[src/rtl/mem_wb_stage.sv]
// MEM/WB pipeline register with write-back mux; optional retired counter via MEM_WB_RETIRE_CNT_EN.
// Latency: 1 cycle In* -> Out*; WbData/WbEn are combinational from the registered stage.
// Backpressure: Stall holds every register, Flush inserts a zeroed bubble and overrides Stall.
module mem_wb_stage #(
    parameter int DATA_W      = 32,
    parameter int REG_ADDR_W  = 5,
    parameter bit ZERO_REG_HW = 1'b1,
    parameter int CNT_W       = 32
) (
    input  logic                  Clk,
    input  logic                  Reset,
    input  logic                  Stall,
    input  logic                  Flush,
    input  logic                  InValid,
    input  logic                  InRegWrite,
    input  logic                  InMemtoReg,
    input  logic [DATA_W-1:0]     InReadData,
    input  logic [DATA_W-1:0]     InAluResult,
    input  logic [REG_ADDR_W-1:0] InWriteReg,
    output logic                  OutValid,
    output logic                  OutRegWrite,
    output logic                  OutMemtoReg,
    output logic [DATA_W-1:0]     OutReadData,
    output logic [DATA_W-1:0]     OutAluResult,
    output logic [REG_ADDR_W-1:0] OutWriteReg,
    output logic [DATA_W-1:0]     WbData,
    output logic                  WbEn
`ifdef MEM_WB_RETIRE_CNT_EN
    ,
    output logic [CNT_W-1:0]      RetireCnt
`endif
);

    logic load;
    logic dest_ok;

    if (CNT_W < 1) begin : g_bad_cnt_w
        $error("CNT_W must be at least 1");
    end

    assign load = !Flush && !Stall;

    always_ff @(posedge Clk) begin
        if (Reset || Flush) begin
            OutValid     <= 1'b0;
            OutRegWrite  <= 1'b0;
            OutMemtoReg  <= 1'b0;
            OutReadData  <= '0;
            OutAluResult <= '0;
            OutWriteReg  <= '0;
        end else if (load) begin
            OutValid     <= InValid;
            // Control bits are masked so they can never be set on a bubble.
            OutRegWrite  <= InRegWrite & InValid;
            OutMemtoReg  <= InMemtoReg & InValid;
            OutReadData  <= InReadData;
            OutAluResult <= InAluResult;
            OutWriteReg  <= InWriteReg;
        end
    end

    assign dest_ok = ZERO_REG_HW ? (OutWriteReg != '0) : 1'b1;
    assign WbEn    = OutValid & OutRegWrite & dest_ok;
    assign WbData  = OutMemtoReg ? OutReadData : OutAluResult;

`ifdef MEM_WB_RETIRE_CNT_EN
    always_ff @(posedge Clk) begin
        if (Reset) begin
            RetireCnt <= '0;
        end else if (load && InValid) begin
            RetireCnt <= RetireCnt + 1'b1;
        end
    end
`endif

endmodule

[config.mk]
export PLATFORM = sky130hd
export DESIGN_NAME = mem_wb_stage
export DESIGN_NICKNAME = d
export VERILOG_FILES = /design/src/rtl/mem_wb_stage.sv
export SDC_FILE = /design/constraint.sdc
export NUM_CORES = 1
export LEC_CHECK = 0
export CORE_AREA = 3 3 68 133
export CTS_CLUSTER_SIZE = 25
export DETAILED_ROUTE_END_ITERATION = 6
export DIE_AREA = 0 0 71 136
export HOLD_SLACK_MARGIN = 0.15
export MAX_ROUTING_LAYER = met4
export PLACE_DENSITY = 0.78
export RECOVER_POWER = 50
export SYNTH_ARGS = -nofsm -noshare
export SYNTH_HDL_FRONTEND = slang
export SYNTH_SLANG_ARGS = --single-unit
[constraint.sdc]
create_clock -name Clk -period 1.3 [get_ports Clk]
set_input_delay 0.26 -clock Clk [delete_from_list [all_inputs] [get_ports Clk]]
set_output_delay 0.26 -clock Clk [all_outputs]
set_load 0.005 [all_outputs]
# == Yosys cells after proc, flatten, opt, wreduce, memory -nomap -nowiden ==
# Index checks and enable logic that the tools add are counted.
# op_classes
muxes,1
n_bitwise,4
n_reduce_logical,5
# ops
op,n
32-bit 2-to-1 mux,1
5-bit nonzero test,1
1-bit bitwise AND,4
1-bit zero test,2
1-bit logical AND,1
1-bit logical OR,1
# word_totals
input_bits,76
reg_bits,72
output_inout_bits,105
wordCells,16

# == Longest topological paths before layout ==
# Gate-level depths: netlist of the first run.
# logic_depth
depth_word,2
mapped_depth,4
ltp_nobuf,2

# == Least setup slack after synthesis of the first run ==
# No wires, ideal clock.
# synth_timing
path_type,reg-to-output
start,register OutMemtoReg
end,output WbData[10]
arrival_time_ns,0.980
slack_ns,0.060
t_required_ns,1.040
path_stages_with_launch,4
path_buffers,2
cell_sequence,dfxtp_1 buf_2 buf_6 mux2_1
# synth_via
elab_chain_cells,1
# synth_rtl
item,line_no,source
"start, declared",22,"output logic OutMemtoReg,"
"start signal, assigned",55,OutMemtoReg <= InMemtoReg & InValid;
32-bit 2-to-1 mux,64,assign WbData = OutMemtoReg ? OutReadData : OutAluResult;
"end, declared",26,"output logic [DATA_W-1:0] WbData,"
# Every way passes these cells.

# == Final worst setup path of the first run ==
# layout_timing
start,register OutMemtoReg
end,output WbData[28]
# Same word-level chain as after synthesis.

==> summary.md, run 1 <==
| Metric | Value |
|---|---|
| Outcome | finished, violations left |
| Violations in the final reports | setup timing |
| Height of the chip | 136 um |
| Pin slew with the least headroom to its limit | 464 ps |
| Average instance area after synthesis | 10.9 sq um |
| Worst reg-to-reg setup slack | 380 ps |
| Number of buffers between clock root and the deepest sink | 2 |
| Yosys warning count | 0 |
| Hold Vio Cnt, Final | 0 |
| Number of distinct library cells after synthesis | 13 |
| Final net count | 603 |
| Placement Cell Area | 5340 sq um |
| Most used cells in the layout excluding fill and tap cells | 74 x clkdlybuf4s50_1, 71 x buf_4, 70 x mux2i_1, 70 x nor2_1, 61 x clkdlybuf4s15_1 |
| Cell at the slowest stage of the critical path | dfxtp_4 |
| Iteration-0 DRC Markers | 99 |
| RSZ-0062 raised after global routing | yes |
| Sequential fraction of design power | 39.5% |
| Endpoint kind of the worst setup timing path | primary output |
| Worst setup slack after placement | -353 ps |
| Category of the worst setup path launch point | flop |
| Global-route wire length before repair | 16900 um |
| Top Family by Delay on Critical Path | buffers and inverters |
| Share of synthesized area occupied by flip-flops and latches | 48.4% |
| Syn Nets | 349 |
| Wire per inst | 17.3 um |
| Via total after detailed routing | 2987 |
| Hold WC Path Type | in -> reg |
| Max Cap Violations | 0 |
| Delay of the slowest critical-path stage | 350 ps |
| Placed Instances | 601 |
| Setup skew after layout | 0 ps |
| Clock tree from TritonCTS | yes |
| Fraction of final layout cells with drive strength greater than 1 | 41.0% |
| Clock root buffer | clkbuf_16 |
| Total grt overflow | 0 |
| Post-detailed-route count of antenna-violating nets | 0 |
| Post-layout instance count excluding filler cells | 628 |
| Most common cell after layout, fill and taps aside | clkdlybuf4s50_1 |
| Area growth from synthesis to layout | 101% |
| CP required | 1040 ps |
| Yosys reg bits | 72 |
| Clock network fraction of total power | 44.9% |
| Internal power consumption | 4.56 mW |
| Sw Share | 22.5% |
| Most frequent cell on the critical path | buf_6 |
| Total Wirelength | 10900 um |
| Number of core rows | 46 |
| Critical Path Fanout Max | 7 |
| # port buffers | 180 |
| Total length of routed met3 wires | 527 um |
| DPL Wire Length | 7480 um |
| Post-route fraction of the period consumed by the critical path | 135% |
| Logic pwr share | 15.6% |
| Die width | 71 um |
| Largest net degree at the start of global routing | 41 |
| Drt via density | 4.76 |
| Placer congestion estimate | 0.817 |
| Number of sinks driven by the clock tree | 72 |
| Overall global routing resource usage | 23.6% |
| Worst setup path class | reg -> out |
| Vias in the first global route | 3294 |
| Count of buffer and inverter cells on the critical path | 4 |
| Timing-limited maximum frequency | 0.570 GHz |
| Peak supply drop | 0.887 mV |
| Number of buffers inserted for hold repair after clock tree synthesis | 0 |
| Initial core utilization | 37.0% |
| Met1 Routed Length | 3580 um |
| Post-CTS clock slew at the launch and capture registers of the worst setup and hold paths | 50 ps |
| Antenna violations before repair | 0 |
| Leakage power | 2.81 nW |
| Met2 wire length | 6200 um |
| Number of CTS-inserted buffers | 9 |
| Number of top-level pins | 181 |
| Minimum clock period | 1750 ps |
| Final WS setup | -454 ps |
| Slew Viols, Final | 0 |
| Synthesized netlist cell count | 273 |
| Worst path cell trace | buf_6 -> buf_12 -> buf_16 -> mux2_4 -> buf_6 |
| Final standard cell area without fillers | 5980 sq um |
| Top routing layer in use | met4 |
| Remaining DRCs | 0 |
| Power density over the cells | 985 nW/um^2 |
| Initial DRT Pass Iterations | 4 |
| Switch Pwr | 1.33 mW |
| Cell Area, Synth | 2980 sq um |
| Number of setup violations in the final report | 34 |
| Maximum level of the CTS H-tree | 3 |
| Die footprint | 9660 sq um |
| Worst slew margin relative to its limit | 69.0% |
| Core ar. | 8060 sq um |
| Antenna diode instance count | 0 |
| Clock latency at the later pin of the worst-skew pair | 330 ps |
| Data arrival time of the critical path | 1490 ps |
-- worst register-to-register path: stages, from the launching register on --
cell and delay [ps]:
dfxtp_4 360, buf_6 110, buf_4 210, nand2_1 70, a21oi_1 110
-- flip-flops by register name, indices dropped and copies added, names as in the netlist --
register,count
OutValid,1
OutReadData,32
OutMemtoReg,1
OutRegWrite,1
OutWriteReg,5
OutAluResult,32
-- stage by stage --
stage	power [mW]	hold WS (ps)	util (%)	TNS (ps)
after global routing	6.10	478	74.2	-14410
after CTS	5.95	432	75.0	-13700
after floorplan	2.67	404	-	0
final	5.89	435	74.2	-13240
after global placement	3.24	497	66.3	-14510
after detailed placement	3.26	525	66.3	-15700
-- cells in the mapped netlist --
master	number	area, sq um
nor2_1	70	263
mux2_1	32	360
or3_1	1	6.26
nand2_1	2	7.51
nand3b_1	2	15.0
a21oi_1	2	10.0
buf_6	9	101
or2_1	1	6.26
mux2i_1	70	701
buf_2	10	50.1
buf_4	1	7.51
dfxtp_1	72	1440
o311a_1	1	10.0
-- power by group through the flow --
stage / logic, mW / registers, mW / clock network, mW
final: 0.917 / 2.33 / 2.64
after global routing: 0.984 / 2.34 / 2.78
after CTS: 0.938 / 2.33 / 2.69
after detailed placement: 0.897 / 2.37 / 0
after global placement: 0.883 / 2.36 / 0
after floorplan: 0.294 / 2.38 / 0
-- logic make-up (layout without fill, tap and decap cells) --
group	count (synthesis)	in the layout	synth area share (%)
flops	72	72	48.4
simple gates	76	76	10.0
mux	102	102	35.6
compound gates	3	3	0.672
buf+inv	20	279	5.33
-- path summary, 6_finish.rpt --
kind | start | end | cells after the start
setup / recovery | OutMemtoReg | WbData[28] | 5
hold / removal | Stall | OutMemtoReg | 4
setup reg to reg | OutMemtoReg | OutMemtoReg | 4
hold reg to reg | OutAluResult[19] | OutAluResult[19] | 2
-- area by class of cell --
class / count / area (sq um)
repair buffers: 263 / 2530
fillers: 579 / 2080
flip-flops and latches: 72 / 1500
multi-input cells: 181 / 1500
clock buffers: 9 / 225
well taps: 96 / 120
clock inverters: 7 / 96.3
-- layer usage --
metal,global-route usage (%),vias up
met5,-,-
met4,14.1,0
met3,3.92,35
met2,42.3,128
met1,23.3,1387
li1,-,1437
-- repair_timing --
item	4_1_cts	5_1_grt
buffers inserted	8	4
resized for setup	371	29
gates cloned	3	0
setup endpoints to repair	105	55
pin swaps	2	1
Power figures use the tool's default switching activity.
==> run 2: changes to the inputs <==
--- a/config.mk
+++ b/config.mk
@@ -6,6 +6,7 @@
 export NUM_CORES = 1
 export LEC_CHECK = 0
 export CORE_AREA = 3 3 68 133
+export CTS_CLUSTER_DIAMETER = 120
 export CTS_CLUSTER_SIZE = 25
 export DETAILED_ROUTE_END_ITERATION = 6
 export DIE_AREA = 0 0 71 136
==> results of run 2 <==
No change in the layout: final DEF, timing and power equal those of run 1.
==> RTL change: new RTL, config.mk and constraints of run 2 <==
Set the parameter `ZERO_REG_HW` to 1'b0 (it was 1'b1).
--- a/src/rtl/mem_wb_stage.sv
+++ b/src/rtl/mem_wb_stage.sv
@@ -4,7 +4,7 @@
 module mem_wb_stage #(
     parameter int DATA_W      = 32,
     parameter int REG_ADDR_W  = 5,
-    parameter bit ZERO_REG_HW = 1'b1,
+    parameter bit ZERO_REG_HW = 1'b0,
     parameter int CNT_W       = 32
 ) (
     input  logic                  Clk,
Formal check against the unedited RTL: not equivalent (a bounded check fails within 4 cycles, from zero or initial values).
==> RTL change against run 2 <==
The flow still finishes with violations (negative setup slack). Power is 6.5% higher. Highest routed layer unchanged. Setup slack better by 110 ps. Sequential cell count is the same. Routed wire length up 1.9%. Global-route usage increased by 0.23 points. Area after synthesis is essentially flat. Final area barely moved.
==> RTL change: results (changes against run 2) <==
synth_cell_types: 12  # was 13
skew_ps: 0  # unchanged
place.gp.congestion: 0.8812  # was 0.8174
min_from: "Stall"  # unchanged
critPathLaunch: "OutMemtoReg"  # unchanged
htreeDepth: 3  # unchanged
antenna_found_initial: 0  # unchanged
routed_wl_um: 11070  # was 10870 um
clock_latency_ps: 330  # about the same
num_vias: 2966  # was 2987
final.setup.worst_slack_ps: -343.0  # was -454.0 ps
grt_pass1_vias: 3241  # was 3294
hp-class: "input pin to flop"  # unchanged
power_leakage_nw: 2.813  # was 2.805 nW
layout-drive-gt1-share_pct: 41.04  # was 40.98%
grt_max_degree: 37  # was 41
top_regs: "OutAluResult x32, OutReadData x32, OutWriteReg x5"  # unchanged
grt_pass1_wl_um: 16840  # was 16890 um
drt_iter0_markers: 63  # was 99
viasPerCell: 4.823  # was 4.756
ys.flop_type: "dfxtp_1"  # unchanged
synth_common_cells: "dfxtp_1 (72), mux2i_1 (70), nor2_1 (70), mux2_1 (32), buf_6 (11)"  # was dfxtp_1 (72), mux2i_1 (70), nor2_1 (70), mux2_1 (32), buf_2 (10)
postSynth.asyncResetShare_pct: 0  # unchanged
diodes: 0  # unchanged
drt_first_pass_iters: 3  # was 4
track_usage_pct: 23.81  # was 23.58%
post-dp-hpwl_um: 8281  # was 7484 um
place.port_buffers: 180  # unchanged
run_status: "finished with violations"  # unchanged
setup_viol_count_final: 33  # was 34
cts_root_buffer: "clkbuf_16"  # unchanged
power_switching_mw: 1.270  # was 1.325 mW
violations: "negative setup slack"  # unchanged
cts_made_buffers: 9  # unchanged
cp_slowest_cell: "dfxtp_4"  # unchanged
final_nets: 590  # was 603
cp_top_family: "buffers and inverters"  # unchanged
syn_inst: 272  # was 273
fillCellCount: 561  # was 579
tightest_slew_ps: 240.9  # was 464.3 ps
yosysSeqAreaShare_pct: 48.34  # was 48.38%
worst-path-max-fanout: 6  # was 7
yosysWarnings: 0  # unchanged
critPathArrivalTime_ps: 1380  # was 1490 ps
synth_fp_nets: 348  # was 349
ir_drop_mv: 0.8226  # was 0.8866 mV
synthTopCellsByArea: "dfxtp_1 (48%), mux2i_1 (23%), mux2_1 (12%)"  # was dfxtp_1 (48%), mux2i_1 (24%), mux2_1 (12%)
clockBufferDepth: 2  # unchanged
cap_viol_max_count: 0  # unchanged
clk_pin_slew_worst_paths_ps: 50  # about the same
critical_path.max_stage_delay_ps: 350  # about the same
RTL change: cells by family after synthesis:
logic type | after synthesis | synth area share (%)
AO/OA/AOI/OAI | 2 | 0.3357
buffers and inverters | 20 | 5.749
flip-flops | 72 | 48.34
multiplexers | 102 | 35.59
AND/OR/NAND/NOR | 76 | 9.988
RTL change: per-stage QoR:
stage / util [%] / instance area [sq um] / setup TNS [ps] / hold slack (ps) / worst slack (ps)
3_5_place_dp: 65.85 / 5306 / -17800 / 475.2 / -357.0
6_report: 74.18 / 5977 / -10440 / 305.7 / -343.0
3_3_place_gp: 65.85 / 5306 / -15900 / 452.0 / -305.3
4_1_cts: 74.60 / 6011 / -12090 / 294.5 / -479.2
2_1_floorplan: - / 2982 / 0 / 403.9 / 59.94
5_1_grt: 74.18 / 5977 / -11700 / 297.3 / -375.5
RTL change: tightest hold or removal path, stage by stage:
cell and delay [ps]:
buf_4 190, nand2_1 90, a21oi_1 50
RTL change: worst paths after layout:
path / end / slack [ps] / cells after the start
min: OutMemtoReg / 310 / 3
max: WbData[30] / -340 / 4
min reg2reg: OutRegWrite / 470 / 2
max reg2reg: OutMemtoReg / 370 / 4
RTL change: repair_timing:
action                     CTS  global route
hold buffers                 0             0
gates cloned                 3             0
gates resized for setup    364            30
pin swaps                    0             0
buffers inserted             4             2
setup endpoints to repair  105            55
RTL change: final cells by class:
cell class	count	area (sq um)	area share [%]
clock buffer	10	239.0	3.998
clock inverter	6	130.1	2.177
multi-input combinational	180	1489	24.91
sequential	72	1509	25.25
tap	96	120.1	2.010
timing repair buffer	251	2490	41.66
RTL change: power groups by stage:
stage | Clock [mW] | Combinational [mW] | Sequential, mW
after floorplan | 0 | 0.297 | 2.38
after global placement | 0 | 0.874 | 2.37
after detailed placement | 0 | 0.894 | 2.37
after CTS | 3.08 | 0.925 | 2.33
after global routing | 3.18 | 0.979 | 2.34
final | 3.02 | 0.917 | 2.34
RTL change: layer usage:
layer  track usage (%)  vias to the layer above  wire length, um
li1                  -                     1399                -
met4             15.17                        0              671
met5                 -                        -                0
met3             5.477                       40              441
met1             22.01                     1416             3653
met2             42.92                      111             6303
